File: src/rtl/alu_pkg.sv
// Shared ALU definitions: shift opcodes, shift-unit state encoding and opcode legality.
package alu_pkg;

  localparam logic [2:0] FUN_LSR = 3'b000;
  localparam logic [2:0] FUN_LSL = 3'b001;
  localparam logic [2:0] FUN_ASR = 3'b010;
  localparam logic [2:0] FUN_ROR = 3'b011;
  localparam logic [2:0] FUN_ROL = 3'b100;

  typedef enum logic [1:0] {
    ST_IDLE  = 2'b00,
    ST_SHIFT = 2'b01,
    ST_DONE  = 2'b10
  } state_e;

  function automatic logic fun_is_legal(input logic [2:0] fun);
    return (fun <= FUN_ROL);
  endfunction

endpackage

File: src/rtl/alu_shift_step.sv
// Combinational step: applies n (0..STEP) single-bit shifts/rotates to work and tracks the carry.
module alu_shift_step
  import alu_pkg::*;
#(
  parameter int W    = 16,
  parameter int STEP = 1,
  parameter int NW   = 5
) (
  input  logic [2:0]    mode,
  input  logic [W-1:0]  work_in,
  input  logic          carry_in,
  input  logic [NW-1:0] n,
  output logic [W-1:0]  work_out,
  output logic          carry_out
);

  // Unrolled chain of single-bit moves; positions beyond n pass through untouched.
  always_comb begin
    work_out  = work_in;
    carry_out = carry_in;
    for (int i = 0; i < STEP; i++) begin
      if (i < int'(n)) begin
        case (mode)
          FUN_LSR: begin
            carry_out = work_out[0];
            work_out  = {1'b0, work_out[W-1:1]};
          end
          FUN_LSL: begin
            carry_out = work_out[W-1];
            work_out  = {work_out[W-2:0], 1'b0};
          end
          FUN_ASR: begin
            carry_out = work_out[0];
            work_out  = {work_out[W-1], work_out[W-1:1]};
          end
          FUN_ROR: begin
            carry_out = work_out[0];
            work_out  = {work_out[0], work_out[W-1:1]};
          end
          FUN_ROL: begin
            carry_out = work_out[W-1];
            work_out  = {work_out[W-2:0], work_out[W-1]};
          end
          default: begin
            carry_out = carry_out;
            work_out  = work_out;
          end
        endcase
      end else begin
        carry_out = carry_out;
        work_out  = work_out;
      end
    end
  end

endmodule

File: src/rtl/alu_iter_shift_unit.sv
// Multi-cycle shift/rotate unit: IDLE/SHIFT/DONE control, remain down-counter,
// working registers and fully registered result/status outputs.
module alu_iter_shift_unit
  import alu_pkg::*;
#(
  parameter int Op_Width = 16,
  parameter int STEP     = 1
) (
  input  logic                        CLK,
  input  logic                        RST,
  input  logic [Op_Width-1:0]         A,
  input  logic [Op_Width-1:0]         B,
  input  logic                        Src_Sel,
  input  logic [2:0]                  ALU_FUN,
  input  logic [$clog2(Op_Width)-1:0] Shift_Amt,
  input  logic                        Shift_En,
  output logic                        Shift_Busy,
  output logic [Op_Width-1:0]         Shift_Out,
  output logic                        Shift_Carry,
  output logic                        Shift_Zero,
  output logic                        Shift_Flag,
  output logic                        Shift_Err
);

  localparam int SH_W = $clog2(Op_Width);
  localparam logic [SH_W:0] STEP_N = (SH_W + 1)'(STEP);

  state_e              state_q, state_d;
  logic [2:0]          mode_q, mode_d;
  logic [Op_Width-1:0] work_q, work_d;
  logic [SH_W-1:0]     remain_q, remain_d;
  logic                carry_w_q, carry_w_d;
  logic [Op_Width-1:0] out_q, out_d;
  logic                carry_q, carry_d;
  logic                zero_q, zero_d;
  logic                flag_q, flag_d;
  logic                err_q, err_d;
  logic                busy_q, busy_d;

  logic [SH_W:0]       step_n;
  logic [Op_Width-1:0] step_work;
  logic                step_carry;

  alu_shift_step #(
    .W    (Op_Width),
    .STEP (STEP),
    .NW   (SH_W + 1)
  ) u_step (
    .mode      (mode_q),
    .work_in   (work_q),
    .carry_in  (carry_w_q),
    .n         (step_n),
    .work_out  (step_work),
    .carry_out (step_carry)
  );

  // Next-state, datapath and output-register inputs.
  always_comb begin
    state_d   = state_q;
    mode_d    = mode_q;
    work_d    = work_q;
    remain_d  = remain_q;
    carry_w_d = carry_w_q;
    out_d     = out_q;
    carry_d   = carry_q;
    zero_d    = zero_q;
    flag_d    = 1'b0;
    err_d     = 1'b0;
    // Widened compare so STEP == Op_Width still fits.
    step_n    = ({1'b0, remain_q} > STEP_N) ? STEP_N : {1'b0, remain_q};

    case (state_q)
      ST_IDLE: begin
        if (Shift_En) begin
          if (fun_is_legal(ALU_FUN)) begin
            mode_d    = ALU_FUN;
            work_d    = Src_Sel ? B : A;
            remain_d  = Shift_Amt;
            carry_w_d = 1'b0;
            state_d   = (Shift_Amt != {SH_W{1'b0}}) ? ST_SHIFT : ST_DONE;
          end else begin
            err_d = 1'b1;
          end
        end else begin
          state_d = ST_IDLE;
        end
      end
      ST_SHIFT: begin
        work_d    = step_work;
        carry_w_d = step_carry;
        remain_d  = remain_q - step_n[SH_W-1:0];
        state_d   = (remain_d == {SH_W{1'b0}}) ? ST_DONE : ST_SHIFT;
      end
      ST_DONE: begin
        out_d   = work_q;
        carry_d = carry_w_q;
        zero_d  = (work_q == {Op_Width{1'b0}});
        flag_d  = 1'b1;
        state_d = ST_IDLE;
      end
      default: begin
        state_d = ST_IDLE;
      end
    endcase

    busy_d = (state_d != ST_IDLE);
  end

  // State, working and output registers.
  always_ff @(posedge CLK or negedge RST) begin
    if (!RST) begin
      state_q   <= ST_IDLE;
      mode_q    <= 3'b000;
      work_q    <= {Op_Width{1'b0}};
      remain_q  <= {SH_W{1'b0}};
      carry_w_q <= 1'b0;
      out_q     <= {Op_Width{1'b0}};
      carry_q   <= 1'b0;
      zero_q    <= 1'b0;
      flag_q    <= 1'b0;
      err_q     <= 1'b0;
      busy_q    <= 1'b0;
    end else begin
      state_q   <= state_d;
      mode_q    <= mode_d;
      work_q    <= work_d;
      remain_q  <= remain_d;
      carry_w_q <= carry_w_d;
      out_q     <= out_d;
      carry_q   <= carry_d;
      zero_q    <= zero_d;
      flag_q    <= flag_d;
      err_q     <= err_d;
      busy_q    <= busy_d;
    end
  end

  assign Shift_Busy  = busy_q;
  assign Shift_Out   = out_q;
  assign Shift_Carry = carry_q;
  assign Shift_Zero  = zero_q;
  assign Shift_Flag  = flag_q;
  assign Shift_Err   = err_q;

endmodule
File: config.mk
export PLATFORM = sky130hd
export DESIGN_NAME = alu_iter_shift_unit
export DESIGN_NICKNAME = d
export VERILOG_FILES = /design/src/rtl/alu_pkg.sv /design/src/rtl/alu_shift_step.sv /design/src/rtl/alu_iter_shift_unit.sv
export SDC_FILE = /design/constraint.sdc
export NUM_CORES = 1
export LEC_CHECK = 0
export ABC_AREA = 1
export CORE_UTILIZATION = 40
export DETAILED_ROUTE_END_ITERATION = 10
export GPL_TIMING_DRIVEN = 0
export PLACE_DENSITY = 0.76
export SLEW_MARGIN = 15
export SYNTH_ARGS = -nofsm -noshare
export SYNTH_HDL_FRONTEND = slang
export SYNTH_SLANG_ARGS = --single-unit
File: constraint.sdc
create_clock -name CLK -period 3 [get_ports CLK]
set_input_delay 0.6 -clock CLK [delete_from_list [all_inputs] [get_ports CLK]]
set_output_delay 0.6 -clock CLK [all_outputs]
set_load 0.02 [all_outputs]
==> results.ini <==
[outcome]
status=finished, violations left
violations=design-rule violations

[synthesis]
ys_warn_count=0
yosysTopAreaCell=dfrtp_1
synth_ff_type=dfrtp_1
synth_edf_count=0
synth_most_common_cell=nand2_1
syn_avg_cell_area_um2=7.29
netlist_instances=372
netlist_top_cells_count=nand2_1, dfrtp_1, nor2_1
synth.area.top_cells=dfrtp_1, nand2_1, o21ai_0
synth_fp_nets=417
ys_seq_elements=47
synth.distinct_cells=32
synth_area_mm2=0.00271
synthArstFlopShare_pct=100
ys_seq_area_share_pct=43.4
synth_top_area_share_pct=43.4

[drt]
routedWlPerCell_um=13.7
wl_met3_um=334
dr_wl_met2_um=3280
wl_met1_um=3490
vias_per_cell=5.10
ant_nets=0
drtPass1Iterations=7
top_layer_used=met4
num_vias=2652
wirelength_um=7150
post-route-drc-count=3
drt_iter0_drc=214

[cts]
worst_skew_pair.late_latency_ns=0.30
clkTransAtPathRegs_ns=0.09
clock_sinks=47
clockRootBuffer=clkbuf_8
numCtsBuffers=5
postCtsHoldBufs=0
htreeDepth=2
post-cts-setup-buffers=0
cts_resized=0
clock_path_buffers=2
cts_tree=built

[grt]
grt_pass1_wl_um=12400
grt_use_total_pct=21.9
antenna_found_initial=0
grt_pass1_vias=2590
grt_max_degree=29
grt_overflow=0

[placed_design]
io_buffers=62
pre_cts_ws_ns=0.980
dp.cells=512
routabilityCongestion=0.900
dp_hpwl_um=5530

[timing]
tightest_slew_ns=0.489
fmax_mhz=532
fin_tns_setup_ns=0
setup_violations=0
finalCritPeriodShare_pct=62.7
fin_crit_ns=1.88
fin_ws_ns=1.12
hold_violations=0
finClkSkew_ns=0.00440
slew_headroom_pct=67.4
rsz0062_at_grt=false
drv_slew=0

[floorplanning]
start_util_pct=42.0
std_cell_rows=29
die-area_mm2=0.00711
die_h_um=84.4
core_mm2=0.00646
die_w_um=84.4
ios=64

[critical_path]
slowest_delay_ns=0.61
crit_path_max_fanout=2
cp.arrival_ns=1.28
reg2reg_depth=9
path_cells=clkdlybuf4s50_1
r2r_start=remain_q[1]
reg2reg_slack_ns=1.37
cpLargestDelayFamily=buffers and inverters
r2r_end=state_q[0]
start_kind=register
cp_slowest_cell=clkdlybuf4s50_1
end_kind=primary output
critPathBufInv=1
required_ns=2.40
crit_type=register to primary output

[cells_and_area]
antenna_cells=0
final_nets=487
fill_cells=641
areaGrowthSynthToFinish_pct=31.9
final_cells=520
drive_above_1_share_pct=8.58
utilization_pct=55.4

[pwr]
power_mw=4.04
p_per_area_mw_per_mm2=1130
leakage_nw=1.76
irDropWorstVdd_v=0.000406

[worst_hold_path]
hold_path.class=input pin to asynchronous set/reset pin

[job]
cap_viol_max_count=0

## metrics by stage
stage          hold slack [ns]  instance area, um^2
3_5_place_dp             0.466                 3440
2_1_floorplan            0.304                 2710
4_1_cts                  0.259                 3580
5_1_grt                  0.278                 3580
6_report                 0.242                 3580
3_3_place_gp             0.463                 3430
## registers in the layout, summed over array words and instances (netlist names)
signal / cells
Shift_Zero: 1
Shift_Carry: 1
remain_q: 4
work_q: 16
Shift_Flag: 1
Shift_Busy: 1
Shift_Out: 16
Shift_Err: 1
mode_q: 3
state_q: 2
carry_w_q: 1
## how the worst max path moves through the flow
stage | from | end | slack [ns] | cells after the start
5_1_grt | Shift_Out[14] | Shift_Out[14] | 1.07 | 1
3_5_place_dp | Shift_En | work_q[12] | 0.98 | 9
2_1_floorplan | remain_q[1] | state_q[0] | 1.53 | 9
4_1_cts | Shift_Out[12] | Shift_Out[12] | 1.12 | 1
3_3_place_gp | RST | Shift_Out[4] | 0.02 | 1
6_report | Shift_Out[14] | Shift_Out[14] | 1.12 | 1
## logic make-up after synthesis
kind of cell	synth area share, %
compound gates	9.82
xor+xnor	0.323
fa+ha+maj	0.922
buf+inv	8.76
flops	43.4
simple gates	36.8
## layout make-up
cell class	count	area (um^2)	area share [%]
clock inverter	2	60.1	1.68
clock buffer	6	72.6	2.03
tap	77	96.3	2.69
timing repair buffer	63	636	17.8
sequential	47	1180	32.9
buffer	16	111	3.11
multi-input combinational	276	1300	36.3
inverter	33	126	3.53
## metal layers
layer	up-vias	GRT usage, %
li1	1339	-
met1	1238	30.9
met2	71	35.6
met3	4	3.24
met4	0	5.08
met5	-	0
## power breakdown
| part | internal (mW) | switching [mW] |
|---|---|---|
| logic | 0.907 | 1.46 |
| registers | 0.912 | 0.210 |
| clock network | 0.333 | 0.224 |
| total | 2.15 | 1.89 |
## cell usage in the layout (no fill, tap or decap), types with 3 or more instances in the layout
master           netlist  final
a21oi_1                3      3
buf_2                  5      6
buf_6                  4      4
clkbuf_1               4      5
clkbuf_8               0      5
clkdlybuf4s50_1        0     61
dfrtp_1               47     47
inv_1                 27     27
inv_2                  5      5
nand2_1              122    122
nand2_2                3      3
nand2_4                3      3
nand3_1               25     25
nand4_1               18     18
nor2_1                44     44
nor3_1                 4      4
o21ai_0               34     34
o21ai_1                7      7
(Power assumes the default switching activity.)
